## src/rtl/axis_rr_arbiter.sv

```systemverilog
// Round-robin AXI-Stream arbiter: grants one source per packet (or per beat when LAST_ENABLE=0)
// and tags the shared output stream with the granted port index in m_axis_tid.
module axis_rr_arbiter #(
  parameter int unsigned NUM_PORTS   = 4,
  parameter int unsigned DATA_WIDTH  = 128,
  parameter int unsigned LAST_ENABLE = 1,
  localparam int unsigned GNT_WIDTH  = (NUM_PORTS > 1) ? $clog2(NUM_PORTS) : 1
) (
  input  logic                            clk,
  input  logic                            rst,
  input  logic [NUM_PORTS*DATA_WIDTH-1:0] s_axis_tdata,
  input  logic [NUM_PORTS-1:0]            s_axis_tvalid,
  input  logic [NUM_PORTS-1:0]            s_axis_tlast,
  output logic [NUM_PORTS-1:0]            s_axis_tready,
  output logic [DATA_WIDTH-1:0]           m_axis_tdata,
  output logic                            m_axis_tvalid,
  output logic                            m_axis_tlast,
  output logic [GNT_WIDTH-1:0]            m_axis_tid,
  input  logic                            m_axis_tready,
  output logic                            busy
);

  typedef enum logic {
    IDLE  = 1'b0,
    GRANT = 1'b1
  } state_e;

  state_e               state_q;
  logic [GNT_WIDTH-1:0] gnt_q;
  logic [GNT_WIDTH-1:0] last_gnt_q;
  logic [GNT_WIDTH-1:0] winner;
  logic                 found;
  logic [31:0]          idx;
  logic                 src_valid;
  logic                 src_last;
  logic                 release_pkt;

  // Search for the first requester starting just after the last served port.
  always_comb begin
    found  = 1'b0;
    winner = '0;
    idx    = '0;
    for (int unsigned i = 1; i <= NUM_PORTS; i++) begin
      idx = 32'(last_gnt_q) + 32'(i);
      if (idx >= 32'(NUM_PORTS)) idx = idx - 32'(NUM_PORTS);
      if (!found && s_axis_tvalid[idx[GNT_WIDTH-1:0]]) begin
        found  = 1'b1;
        winner = idx[GNT_WIDTH-1:0];
      end
    end
  end

  // Output mux driven by the current grant; only the granted port sees sink ready.
  always_comb begin
    m_axis_tdata  = '0;
    src_valid     = 1'b0;
    src_last      = 1'b0;
    s_axis_tready = '0;
    for (int unsigned p = 0; p < NUM_PORTS; p++) begin
      if (gnt_q == GNT_WIDTH'(p)) begin
        m_axis_tdata = s_axis_tdata[p*DATA_WIDTH +: DATA_WIDTH];
        src_valid    = s_axis_tvalid[p];
        src_last     = s_axis_tlast[p];
      end
    end
    if (state_q == GRANT) s_axis_tready[gnt_q] = m_axis_tready;
    m_axis_tvalid = (state_q == GRANT) && src_valid;
    m_axis_tlast  = (LAST_ENABLE != 0) ? src_last : 1'b1;
    m_axis_tid    = gnt_q;
    busy          = (state_q == GRANT);
    release_pkt   = m_axis_tvalid && m_axis_tready && m_axis_tlast;
  end

  // After reset last_gnt points at the top port so port 0 is searched first.
  always_ff @(posedge clk) begin
    if (!rst) begin
      state_q    <= IDLE;
      gnt_q      <= '0;
      last_gnt_q <= GNT_WIDTH'(NUM_PORTS - 1);
    end else begin
      case (state_q)
        IDLE: begin
          if (found) begin
            gnt_q   <= winner;
            state_q <= GRANT;
          end
        end
        GRANT: begin
          if (release_pkt) begin
            last_gnt_q <= gnt_q;
            state_q    <= IDLE;
          end
        end
        default: state_q <= IDLE;
      endcase
    end
  end

endmodule

```

## config.mk

```make
export PLATFORM = sky130hd
export DESIGN_NAME = axis_rr_arbiter
export DESIGN_NICKNAME = d
export VERILOG_FILES = /design/src/rtl/axis_rr_arbiter.sv
export SDC_FILE = /design/constraint.sdc
export NUM_CORES = 1
export LEC_CHECK = 0
export CAP_MARGIN = 20
export CORE_AREA = 10 10 246 248
export DETAILED_ROUTE_END_ITERATION = 10
export DIE_AREA = 0 0 256 258
export PLACE_DENSITY_LB_ADDON = 0.3
export SLEW_MARGIN = 40
export SYNTH_ARGS = -nofsm -noshare
export SYNTH_HDL_FRONTEND = slang
export SYNTH_SLANG_ARGS = --single-unit
```

## constraint.sdc

```tcl
create_clock -name clk -period 1.88 [get_ports clk]
set_input_delay 0.564 -clock clk [delete_from_list [all_inputs] [get_ports clk]]
set_output_delay 0.564 -clock clk [all_outputs]
set_load 0.01 [all_outputs]
```

# --- After elaboration in Yosys (flattened, before gate mapping) ---
# Cells that the tools add are included.
word_totals:
  ff_bits: 5
  out_inout_bits: 137
  input_bits: 523
  wordCells: 77
op_classes:
  mux: 38
  bitwise_logic: 2
  addsub: 8
  reduce_logical: 13
  magnitude_cmp: 10
  n_eq_ne: 3
op_table:
  columns: ["op", "n"]
  rows:
  - ["2-to-1 mux 128 bit", 4]
  - ["2-to-1 mux 1 bit", 19]
  - ["2-to-1 mux 2 bit", 8]
  - ["< comparator 2 x 3 -> 1 bit (second input constant)", 5]
  - [">= comparator 3 bit (second input constant)", 3]
  - ["binary-select mux 1 bit (select 2 bit)", 4]
  - ["subtractor 2 x 1 -> 2 bit (second input constant)", 4]
  - ["logical AND 1 bit", 7]
  - ["adder 2 x 2 -> 3 bit (second input constant)", 2]
  - ["adder 2 x 3 -> 4 bit (second input constant)", 1]
  - ["AND 4 bit", 1]
  - ["equality test 2 bit (second input constant)", 2]
  - [">= comparator 4 x 3 -> 1 bit (second input constant)", 1]
  - ["2-to-1 mux 4 bit", 1]
  - ["AND reduction 2 bit", 2]
  - ["adder 2 x 1 -> 3 bit (second input constant)", 1]
  - ["zero test 1 bit", 3]
  - ["demux 1 bit (select 2 bit)", 1]
  - ["equality test 2 x 1 -> 1 bit (second input constant)", 1]
  - [">= comparator 2 x 1 -> 1 bit (second input constant)", 1]
  - ["zero test 2 bit", 1]
  - ["case mux 1 bit (2 select lines)", 1]
  - ["inverter 1 bit", 1]

# --- Logic depth before layout (Yosys ltp) ---
logic_depth:
  ltp_word: 17
  mapped_depth: 5
  depth_no_buf: 4

# --- Worst setup path before layout ---
# OpenSTA, ideal clock, no wires.
synth_timing:
  path_kind: "register to output"
  from: "register gnt_q[0] (netlist: m_axis_tid[0])"
  to: "output m_axis_tdata[100]"
  setup_slack_ns: -0.127
  arrival_ns: 1.443
  path_stages_with_launch: 5
  required_time_ns: 1.316
  path_buffers: 3
  cell_sequence: "dfxtp_1 > buf_6 > buf_4 > buf_4 > mux4_2"
synth_via:
  elab_chain_cells: 5
  word_cells_on_any_way: 8
  classes_between: "3 x eq/ne; 4 x mux; 1 x reduce/logical"
synth_lines:
  columns: ["item", "line_no", "source"]
  rows:
  - ["from (decl)", "29", "logic [GNT_WIDTH-1:0] gnt_q;"]
  - ["from (signal assigned)", "84", "gnt_q <= winner;"]
  - ["zero test 2 bit", "60", "if (gnt_q == GNT_WIDTH'(p)) begin"]
  - ["2-to-1 mux 128 bit (3 in series)", "60", null]
  - ["2-to-1 mux 128 bit (*)", "60", null]
  - ["to (decl)", "15", "output logic [DATA_WIDTH-1:0] m_axis_tdata,"]
# Every way passes the cells marked *; elsewhere a longest branch is shown, timed or not.

# --- Final worst setup path ---
layout_timing:
  from: "register gnt_q[0] (netlist: m_axis_tid[0])"
  to: "output m_axis_tlast"
layout_via:
  elab_chain_cells: 5
  word_cells_on_any_way: 8
  classes_between: "3 x eq/ne; 4 x mux; 1 x reduce/logical"
layout_lines:
  columns: ["item", "line_no", "source"]
  rows:
  - ["zero test 2 bit", "60", null]
  - ["2-to-1 mux 1 bit (3 in series)", "60", null]
  - ["2-to-1 mux 1 bit (*)", "60", null]
  - ["to (decl)", "17", "output logic m_axis_tlast,"]
# Marks and branches as above.

==> results.sh <==
export IMPL_status="complete, but fails checks"
export IMPL_violations="negative setup slack"
export IMPL_fp_dieArea_mm2=0.0660
export IMPL_finalSetupViolations=137
export IMPL_coreArea_mm2=0.0557
export IMPL_grt_pass1_wl_mm=63.5
export IMPL_hp_class="flip-flop to flip-flop"
export IMPL_synth_compound_area_share_pct=1.98
export IMPL_cts_buffers=3
export IMPL_hpwl_mm=44.0
export IMPL_die_h_um=258
export IMPL_hold_depth=2
export IMPL_p_leak_nw=4.73
export IMPL_drc=0
export IMPL_grt_pass1_vias=6733
export IMPL_slew_headroom_pct=75.3
export IMPL_htreeDepth=1
export IMPL_mostFrequentLayoutCells="clkdlybuf4s50_1 (360), dlygate4sd2_1 (151), mux4_2 (130), buf_6 (119), buf_4 (43)"
export IMPL_clockRootBuffer="clkbuf_16"
export IMPL_nets=1464
export IMPL_fp_dieW_um=256
export IMPL_critPathMaxFanout=6
export IMPL_rows=87
export IMPL_min_to="last_gnt_q[1]"
export IMPL_crit_path_end_kind="output pin"
export IMPL_setup_ws_ns=-0.485
export IMPL_wirelength_mm=49.2
export IMPL_finalCritPeriodShare_pct=126
export IMPL_insertion_delay_ns=0.23
export IMPL_ys_flop_type="dfxtp_1"
export IMPL_synth_fa_ha_area_share_pct=0
export IMPL_ir_worst_vdd_mv=0.202
export IMPL_powerDensity_mw_per_mm2=364
export IMPL_post_drt_wl_per_cell_um=28.7
export IMPL_synthMuxAreaShare_pct=86.5
export IMPL_synth_area_mm2=0.00342
export IMPL_postCtsHoldBufs=0
export IMPL_area_growth_pct=252
export IMPL_tns_ns=-51.12
export IMPL_yosys_area_share_simple_pct=3.04
export IMPL_portBuffers=659
export IMPL_initial_core_util_pct=6.13
export IMPL_synthCells=202
export IMPL_syn_nets=725
export IMPL_hold_viol=0
export IMPL_overflow=0
export IMPL_min_period_ns=2.37
export IMPL_skew_ns=0.000419
export IMPL_design_power_total_mw=4.38
export IMPL_clk_path_buf_depth=2
export IMPL_yosys_area_top_type="mux4_2"
export IMPL_drt_pass1_iterations=4
export IMPL_synth_area_per_cell_um2=16.9
export IMPL_start_kind="flip-flop"
export IMPL_reg2reg_slack_ns=-0.11
export IMPL_critical_path_required_ns=1.32
export IMPL_drive_gt1_share_pct=40.6
export IMPL_dr_first_iter_drc_count=279
export IMPL_synth_seq_area_share_pct=2.93
export IMPL_maxSlewViolCount=0
export IMPL_grt_total_usage_pct=13.8
export IMPL_cts_tree="built"
export IMPL_vias=5987
export IMPL_antenna_found_initial=41
export IMPL_critical_path_class="flip-flop to output pin"
export IMPL_r2r_start="m_axis_tid[0]"
export IMPL_worstMarginPinSlew_ns=0.367
export IMPL_vias_per_cell=3.50
export IMPL_path_clk_slew_ns=0.03
export IMPL_ant_nets=0
export IMPL_grt_max_degree=20
export IMPL_r2r_end="last_gnt_q[0]"
export IMPL_crit_arrival_ns=1.80
export IMPL_synth_edff_count=0
export IMPL_cap_violations=0
export IMPL_place_gp_congestion=0.907
export IMPL_synth_xor_area_share_pct=0
export IMPL_cts_sinks=5
export IMPL_synth_top_family_by_area="multiplexers"
export IMPL_synthArstFlopShare_pct=0
export IMPL_reg2reg_depth=9
export IMPL_fmax_mhz=423
export IMPL_synth_top_cell_area_share_pct=85.7
export IMPL_rsz0062_at_grt="true"
export IMPL_io_pins=660
export IMPL_yosysWarnings=0
export IMPL_worst_hold_startpoint="last_gnt_q[1]"
export IMPL_ys_ff_latch=5
export IMPL_synth_area_top_cells="mux4_2 (86%), dfxtp_1 (2.9%), buf_2 (2.3%)"
export IMPL_final_common_cell="clkdlybuf4s50_1"
export IMPL_synth_distinct_cells=26
==> how the worst max path moves through the flow <==
stage                      startpoint  slack [ns]                end
floorplan               m_axis_tid[0]       -0.01   m_axis_tdata[10]
global placement    s_axis_tdata[246]       -0.84  m_axis_tdata[118]
detailed placement  s_axis_tdata[497]       -0.83  m_axis_tdata[113]
CTS                     m_axis_tid[0]       -0.61    m_axis_tdata[8]
global route            m_axis_tid[0]       -0.53   m_axis_tdata[55]
finish                  m_axis_tid[0]       -0.49       m_axis_tlast
==> critical path, cell delays in order, from the launching register on <==
cell and delay, ns:
dfxtp_4 0.39, buf_12 0.12, clkbuf_16 0.15, buf_12 0.12, buf_12 0.10, mux4_2 0.53
buf_6 0.15
==> synthesized netlist by cell type (2+ instances only) <==
library cell  instances
nor2_1                5
buf_2                16
nand2_1               4
clkbuf_1              6
inv_1                 4
and3_1                2
mux4_2              130
mux2i_1               3
buf_4                 8
nor3_1                3
o211ai_1              2
dfxtp_1               5
==> power by group <==
| group | internal (mW) | total, mW | switching (mW) | leakage [nW] |
|---|---|---|---|---|
| Clock | 0.281 | 0.347 | 0.0667 | 0.0383 |
| Sequential | 0.116 | 0.134 | 0.0182 | 0.0426 |
| Combinational | 2.53 | 3.90 | 1.37 | 4.65 |
==> registers in the layout, summed over array words and instances, names as in the netlist <==
register	cells
last_gnt_q	2
busy	1
m_axis_tid	2
==> per-layer routing <==
layer	track usage, %	vias to the layer above	wire (um)
met5	0	-	21
met4	3.24	4	914
met3	4.96	62	4810
met2	24.2	495	24500
met1	15.8	2922	19000
li1	-	2504	-
==> final cells by class <==
type / instances / area (um2)
clock buffers: 4 / 78.8
repair buffers: 765 / 7690
multi-input cells: 162 / 3170
diodes: 17 / 42.5
fillers: 6170 / 43700
flip-flops and latches: 5 / 108
inverters: 4 / 15.0
well taps: 756 / 946
==> stage by stage <==
stage | util, % | hold slack [ns] | setup WS (ns) | cell area [um2] | std cells
final | 21.6 | 0.606 | -0.485 | 12000 | 1713
after detailed placement | 20.5 | 0.606 | -0.830 | 11400 | 1644
after global routing | 21.6 | 0.629 | -0.533 | 12000 | 1702
after CTS | 20.6 | 0.613 | -0.606 | 11500 | 1675
after global placement | 20.5 | 0.576 | -0.836 | 11400 | 1644
after floorplan | - | 0.547 | -0.0145 | 3490 | 202
==> kinds of logic (layout without fill, tap and decap cells) <==
| family | after synthesis | after routing |
|---|---|---|
| DFF | 5 | 5 |
| muxes | 133 | 133 |
| and+or+nand+nor | 20 | 20 |
| buffers and inverters | 35 | 773 |
| AOI/OAI and AO/OA | 9 | 9 |
| other | 0 | 17 |
==> repair_timing <==
action | 4_1_cts | 5_1_grt
resized for setup | 631 | 233
cloned | 3 | 4
endpoints found under the setup margin | 137 | 137
pin swaps | 1 | 5
setup buffers | 24 | 23
Note: power is estimated with default switching activity, not from simulation.
